File: config.mk
export PLATFORM = sky130hd
export DESIGN_NAME = mc_controller
export DESIGN_NICKNAME = d
export VERILOG_FILES = /design/src/rtl/mc_controller.sv
export SDC_FILE = /design/constraint.sdc
export NUM_CORES = 1
export LEC_CHECK = 0
export CAP_MARGIN = 20
export CORE_AREA = 3 3 59 61
export DETAILED_ROUTE_END_ITERATION = 8
export DIE_AREA = 0 0 62 64
export SYNTH_ARGS = -nofsm -noshare
export SYNTH_HDL_FRONTEND = slang
export SYNTH_SLANG_ARGS = --single-unit
File: constraint.sdc
create_clock -name i_clk_w -period 2.8 [get_ports i_clk_w]
set_clock_uncertainty 0.15 [all_clocks]
set_input_delay 0.84 -clock i_clk_w [delete_from_list [all_inputs] [get_ports i_clk_w]]
set_output_delay 0.84 -clock i_clk_w [all_outputs]
set_load 0.005 [all_outputs]
File: src/rtl/mc_controller.sv
// Multicycle MIPS control FSM: sequences fetch/decode/execute/memory/writeback
// against a shared req/ready memory, with a wait-state watchdog and illegal-op trap.
module mc_controller #(
    parameter int TIMEOUT      = 16,
    parameter int ILLEGAL_HALT = 0
) (
    input  logic       i_clk_w,
    input  logic       i_rst_w,
    input  logic [5:0] i_op_w,
    input  logic [5:0] i_funct_w,
    input  logic       i_zero_w,
    input  logic       i_mem_ready_w,
    output logic       o_mem_req_w,
    output logic       o_iord_w,
    output logic       o_mem_write_w,
    output logic       o_ir_write_w,
    output logic       o_pc_write_w,
    output logic       o_reg_dst_w,
    output logic       o_mem_to_reg_w,
    output logic       o_reg_write_w,
    output logic       o_alu_src_a_w,
    output logic [1:0] o_alu_src_b_w,
    output logic [2:0] o_alu_control_w,
    output logic [1:0] o_pc_src_w,
    output logic       o_illegal_w,
    output logic       o_timeout_w,
    output logic       o_halted_w,
    output logic [3:0] o_state_w
);
    localparam int CW = (TIMEOUT > 0) ? $clog2(TIMEOUT + 1) : 1;

    typedef enum logic [3:0] {
        S_FETCH    = 4'd0,
        S_DECODE   = 4'd1,
        S_MEMADR   = 4'd2,
        S_MEMREAD  = 4'd3,
        S_MEMWB    = 4'd4,
        S_MEMWRITE = 4'd5,
        S_EXECUTE  = 4'd6,
        S_ALUWB    = 4'd7,
        S_BRANCH   = 4'd8,
        S_ADDIEX   = 4'd9,
        S_ADDIWB   = 4'd10,
        S_JUMP     = 4'd11,
        S_HALT     = 4'd12
    } state_t;

    state_t        state_reg, state_next;
    logic [CW-1:0] count_reg, count_next;
    logic          abort_reg, abort_next;
    logic          waiting, expired;

    logic       mem_req, iord, mem_write, ir_write, pc_write;
    logic       reg_dst, mem_to_reg, reg_write, alu_src_a;
    logic [1:0] alu_src_b, pc_src;
    logic [2:0] alu_control;
    logic       illegal, timeout, halted;

    always_ff @(posedge i_clk_w or posedge i_rst_w) begin
        if (i_rst_w) begin
            state_reg <= S_FETCH;
            count_reg <= '0;
            abort_reg <= 1'b0;
        end else begin
            state_reg <= state_next;
            count_reg <= count_next;
            abort_reg <= abort_next;
        end
    end

    always_comb begin
        state_next  = state_reg;
        abort_next  = 1'b0;
        waiting     = 1'b0;
        mem_req     = 1'b0;
        iord        = 1'b0;
        mem_write   = 1'b0;
        ir_write    = 1'b0;
        pc_write    = 1'b0;
        reg_dst     = 1'b0;
        mem_to_reg  = 1'b0;
        reg_write   = 1'b0;
        alu_src_a   = 1'b0;
        alu_src_b   = 2'b00;
        alu_control = 3'b010;
        pc_src      = 2'b00;
        illegal     = 1'b0;
        timeout     = 1'b0;
        halted      = 1'b0;
        case (state_reg)
            S_FETCH: begin
                alu_src_b = 2'b01;
                // After a watchdog abort the request stays low for one cycle
                if (!abort_reg) begin
                    mem_req = 1'b1;
                    waiting = 1'b1;
                    if (i_mem_ready_w) begin
                        ir_write   = 1'b1;
                        pc_write   = 1'b1;
                        state_next = S_DECODE;
                    end
                end
            end
            S_DECODE: begin
                alu_src_b = 2'b11;
                case (i_op_w)
                    6'h23, 6'h2B: state_next = S_MEMADR;
                    6'h04:        state_next = S_BRANCH;
                    6'h08:        state_next = S_ADDIEX;
                    6'h02:        state_next = S_JUMP;
                    6'h00: begin
                        if (i_funct_w inside {6'h20, 6'h22, 6'h24, 6'h25, 6'h2A}) begin
                            state_next = S_EXECUTE;
                        end else begin
                            illegal    = 1'b1;
                            state_next = (ILLEGAL_HALT != 0) ? S_HALT : S_FETCH;
                        end
                    end
                    default: begin
                        illegal    = 1'b1;
                        state_next = (ILLEGAL_HALT != 0) ? S_HALT : S_FETCH;
                    end
                endcase
            end
            S_MEMADR: begin
                alu_src_a  = 1'b1;
                alu_src_b  = 2'b10;
                state_next = (i_op_w == 6'h23) ? S_MEMREAD : S_MEMWRITE;
            end
            S_MEMREAD: begin
                mem_req = 1'b1;
                iord    = 1'b1;
                waiting = 1'b1;
                if (i_mem_ready_w) state_next = S_MEMWB;
            end
            S_MEMWB: begin
                mem_to_reg = 1'b1;
                reg_write  = 1'b1;
                state_next = S_FETCH;
            end
            S_MEMWRITE: begin
                mem_req   = 1'b1;
                iord      = 1'b1;
                mem_write = 1'b1;
                waiting   = 1'b1;
                if (i_mem_ready_w) state_next = S_FETCH;
            end
            S_EXECUTE: begin
                alu_src_a  = 1'b1;
                state_next = S_ALUWB;
                case (i_funct_w)
                    6'h22:   alu_control = 3'b110;
                    6'h24:   alu_control = 3'b000;
                    6'h25:   alu_control = 3'b001;
                    6'h2A:   alu_control = 3'b111;
                    default: alu_control = 3'b010;
                endcase
            end
            S_ALUWB: begin
                reg_dst    = 1'b1;
                reg_write  = 1'b1;
                state_next = S_FETCH;
            end
            S_BRANCH: begin
                alu_src_a   = 1'b1;
                alu_control = 3'b110;
                pc_src      = 2'b01;
                pc_write    = i_zero_w;
                state_next  = S_FETCH;
            end
            S_ADDIEX: begin
                alu_src_a  = 1'b1;
                alu_src_b  = 2'b10;
                state_next = S_ADDIWB;
            end
            S_ADDIWB: begin
                reg_write  = 1'b1;
                state_next = S_FETCH;
            end
            S_JUMP: begin
                pc_src     = 2'b10;
                pc_write   = 1'b1;
                state_next = S_FETCH;
            end
            S_HALT: begin
                alu_control = 3'b000;
                halted      = 1'b1;
            end
            default: state_next = S_FETCH;
        endcase

        // Ready in the expiry cycle wins, so expiry requires ready low
        expired = (TIMEOUT > 0) && waiting && !i_mem_ready_w &&
                  (count_reg == CW'(TIMEOUT - 1));
        if (expired) begin
            timeout    = 1'b1;
            state_next = S_FETCH;
            abort_next = 1'b1;
        end
        count_next = ((TIMEOUT > 0) && waiting && !i_mem_ready_w && !expired) ?
                     count_reg + CW'(1) : '0;
    end

    // Reset gates every output combinationally so an access aborts without a clock edge
    assign o_mem_req_w     = mem_req    & ~i_rst_w;
    assign o_iord_w        = iord       & ~i_rst_w;
    assign o_mem_write_w   = mem_write  & ~i_rst_w;
    assign o_ir_write_w    = ir_write   & ~i_rst_w;
    assign o_pc_write_w    = pc_write   & ~i_rst_w;
    assign o_reg_dst_w     = reg_dst    & ~i_rst_w;
    assign o_mem_to_reg_w  = mem_to_reg & ~i_rst_w;
    assign o_reg_write_w   = reg_write  & ~i_rst_w;
    assign o_alu_src_a_w   = alu_src_a  & ~i_rst_w;
    assign o_alu_src_b_w   = i_rst_w ? 2'b00 : alu_src_b;
    assign o_alu_control_w = i_rst_w ? 3'b000 : alu_control;
    assign o_pc_src_w      = i_rst_w ? 2'b00 : pc_src;
    assign o_illegal_w     = illegal    & ~i_rst_w;
    assign o_timeout_w     = timeout    & ~i_rst_w;
    assign o_halted_w      = halted     & ~i_rst_w;
    assign o_state_w       = i_rst_w ? 4'd0 : state_reg;
endmodule

==> metrics.md <==
| Metric | Value |
|---|---|
| Layout cell share with drive strength beyond 1 | 43.8% |
| WHS Path Cells | 2 |
| Clock sinks | 10 |
| Max VDD drop | 0.000327 V |
| CTS H-tree lvls | 1 |
| Gr ovfl total | 0 |
| Layout area overhead | 86.4% |
| Final ANT Viol Nets | 0 |
| Row cnt | 20 |
| Clock latency on the worst-skew pair | 0.26 ns |
| Initial DRC count | 42 |
| CP Launch Type | input port |
| Pleak | 0.975 nW |
| Post-Layout Cell Count | 261 |
| Diodes inserted | 0 |
| Syn_nets | 152 |
| Vias | 1305 |
| Final setup fails | 2 |
| R2R setup slack | 0.99 ns |
| Critical setup path kind | input port to output pin |
| Root buf cell | clkbuf_4 |
| # placed instances | 250 |
| Dpl hpwl | 2720 um |
| Post-Place Setup Slack | -0.806 ns |
| Wirelength per Cell | 13.1 um |
| Max transition margin | 68.8% |
| Vias in the first global route | 1360 |
| DRC Markers | 0 |
| Worst-path clk slew | 0.07 ns |
| Initial antenna violation count | 0 |
| IO Port Bufs | 38 |
| CTS Buffer Depth | 2 |
| Post-synthesis async set-or-reset flop share | 100% |
| Worst flop-to-flop path endpoint | state_reg[1] |
| Die area | 3970 um^2 |
| Post-synthesis sequential area ratio | 24.3% |
| TritonCTS Buffers | 3 |
| Pins Over Slew Limit | 0 |
| Hold_sp | count_reg[3] |
| DIE HEIGHT | 64 um |
| DR pass1 iterations | 4 |
| Fin nets | 236 |
| Final worst path period need | 2.83 ns |
| Total Neg Setup Slack | -0.0436 ns |
| Hold buffer count at CTS | 0 |
| Final hold vios | 0 |
| Cell count after synthesis | 134 |
| Top_reg_cell synth | dfrtp_1 |
| Gp weighted congestion | 0.832 |
| Number of cells on the worst reg-to-reg path | 6 |
| CP arrival | 1.84 ns |
| Setup WS post-layout | -0.0266 ns |
| Failing checks | setup timing |
| Synth Warn # | 0 |
| CP endpoint kind | output pin |
| Core Area | 3030 um^2 |
| Worst flop-to-flop path startpoint | count_reg[0] |
| Hold EP | count_reg[3] |
| CTS tree | done |
| Syn Area/Cell | 7.68 um^2 |
| Status | finished, violations left |
| Post-synth cell types | 43 |
| Period utilisation layout | 101% |
| Hold Slack | 0.406 ns |
| WL final | 3410 um |
| Power per Cell Area | 461 nW/um^2 |
| GRT Util Overall | 18.6% |
| Max reg flops | 5 |
| FMAX | 354 MHz |
| RSZ-0062 raised after global routing | true |
| Worst-margin pin slew | 0.462 ns |
| Pin count of the biggest net entering global routing | 13 |
| First-pass GRT wire length | 5960 um |
| Post-synth EDFFs | 0 |
| Flops & latches, synth | 10 |
| Starting Density | 34.0% |
| Cell area after synthesis | 1030 um^2 |
| Hold Crit Class | flip-flop to flip-flop |
| Crit Path Max Fanout | 2 |
| I/O Pins | 39 |
| WP data required | 1.81 ns |
| Total Power | 0.883 mW |
| Vias per inst | 5.00 |
| Die outline width | 62 um |
| Maxcap violations | 0 |
[area by class of cell]
| type | instances | area [um^2] |
|---|---|---|
| clock buffer | 4 | 36.3 |
| sequential | 10 | 253 |
| tap | 44 | 55.1 |
| inverter | 4 | 15.0 |
| multi-input combinational | 110 | 860 |
| fill | 275 | 1110 |
| timing repair buffer | 89 | 698 |
[kinds of logic after synthesis]
family          after synthesis  synth area share [%]
xor+xnor                      5                  4.26
flops                        10                  24.3
fa+ha+maj                     3                  3.41
buf+inv                      14                  5.47
mux                           1                  1.09
compound gates               28                  20.8
simple gates                 73                  40.6
[worst max-delay path, stage by stage]
cell,delay [ns]
buf_6,0.09
nor2b_4,0.12
a2111oi_4,0.35
o221ai_1,0.16
and3_1,0.15
buf_2,0.12
[through the flow]
| stage | utilization (%) | instance area, um^2 |
|---|---|---|
| after floorplan | - | 1030 |
| after global placement | 58.1 | 1760 |
| after detailed placement | 58.1 | 1760 |
| after CTS | 62.1 | 1880 |
| after global routing | 63.3 | 1920 |
| final | 63.3 | 1920 |
[per-layer routing]
metal | wire length, um | vias to the layer above | global-route usage, % | share of wire (%)
met5 | 0 | - | 0 | 0
met4 | 0 | 0 | 2.65 | 0
met3 | 134 | 0 | 1.82 | 3.9
met2 | 1730 | 28 | 32.1 | 51
met1 | 1540 | 615 | 24.9 | 45
li1 | - | 662 | - | -
[worst max path at each step]
| stage | startpoint | end | depth (start not counted) |
|---|---|---|---|
| floorplan | i_funct_w[4] | o_illegal_w | 4 |
| global placement | i_mem_ready_w | o_pc_write_w | 5 |
| detailed placement | i_mem_ready_w | o_pc_write_w | 5 |
| CTS | i_mem_ready_w | o_pc_write_w | 5 |
| global route | i_funct_w[3] | o_illegal_w | 6 |
| finish | i_funct_w[3] | o_illegal_w | 6 |
[synth_stat cells (2+ instances only)]
master | number | area [um^2]
nor3_1 | 10 | 50.1
buf_2 | 3 | 15.0
a21oi_1 | 5 | 25.0
inv_1 | 4 | 15.0
a32o_1 | 2 | 20.0
nand2b_1 | 10 | 62.6
o31ai_1 | 2 | 15.0
a311oi_1 | 3 | 26.3
nand2_1 | 4 | 15.0
xor2_1 | 4 | 35.0
nor3b_1 | 5 | 37.5
o21ai_0 | 3 | 15.0
or3_1 | 2 | 12.5
nor4_1 | 4 | 25.0
clkbuf_1 | 7 | 26.3
a211oi_1 | 2 | 15.0
ha_1 | 2 | 25.0
dfrtp_1 | 10 | 250
nor2b_1 | 7 | 43.8
and2_1 | 6 | 37.5
nor2_1 | 14 | 52.6
and3_1 | 4 | 25.0
[layout by cell type, fill, tap and decap left out, types with 2 or more instances in the layout]
cell,n
dfrtp_1,8
dfrtp_2,2
inv_1,4
a32o_1,2
clkdlybuf4s50_1,4
nand2b_1,6
o21ai_0,3
and2_1,6
nor2_1,14
nor3b_1,2
a21oi_1,5
o31ai_1,2
dlygate4sd2_1,13
nor3_2,2
nand2b_4,4
nor2b_4,3
nand2_1,4
a311oi_1,3
or3_1,2
clkbuf_2,3
ha_1,2
dlymetal6s2s_1,2
nor4_1,2
buf_6,3
xor2_1,4
buf_2,9
and3_1,4
nor3_1,7
nor2b_1,4
clkbuf_4,4
clkdlybuf4s15_1,2
nor3b_2,3
buf_4,51
[power breakdown]
part	switching [mW]	internal, mW	leakage (nW)
clock	0.0463	0.0787	0.0210
combinational	0.263	0.310	0.821
sequential	0.0170	0.168	0.133
[timing repair]
action | in CTS | in global routing
setup endpoints to repair | 23 | 10
resized for setup | 105 | 15
setup buffers | 5 | 3
pin swaps | 17 | 11
endpoints found under the hold margin | 0 | 0
Power figures use the tool's default switching activity.
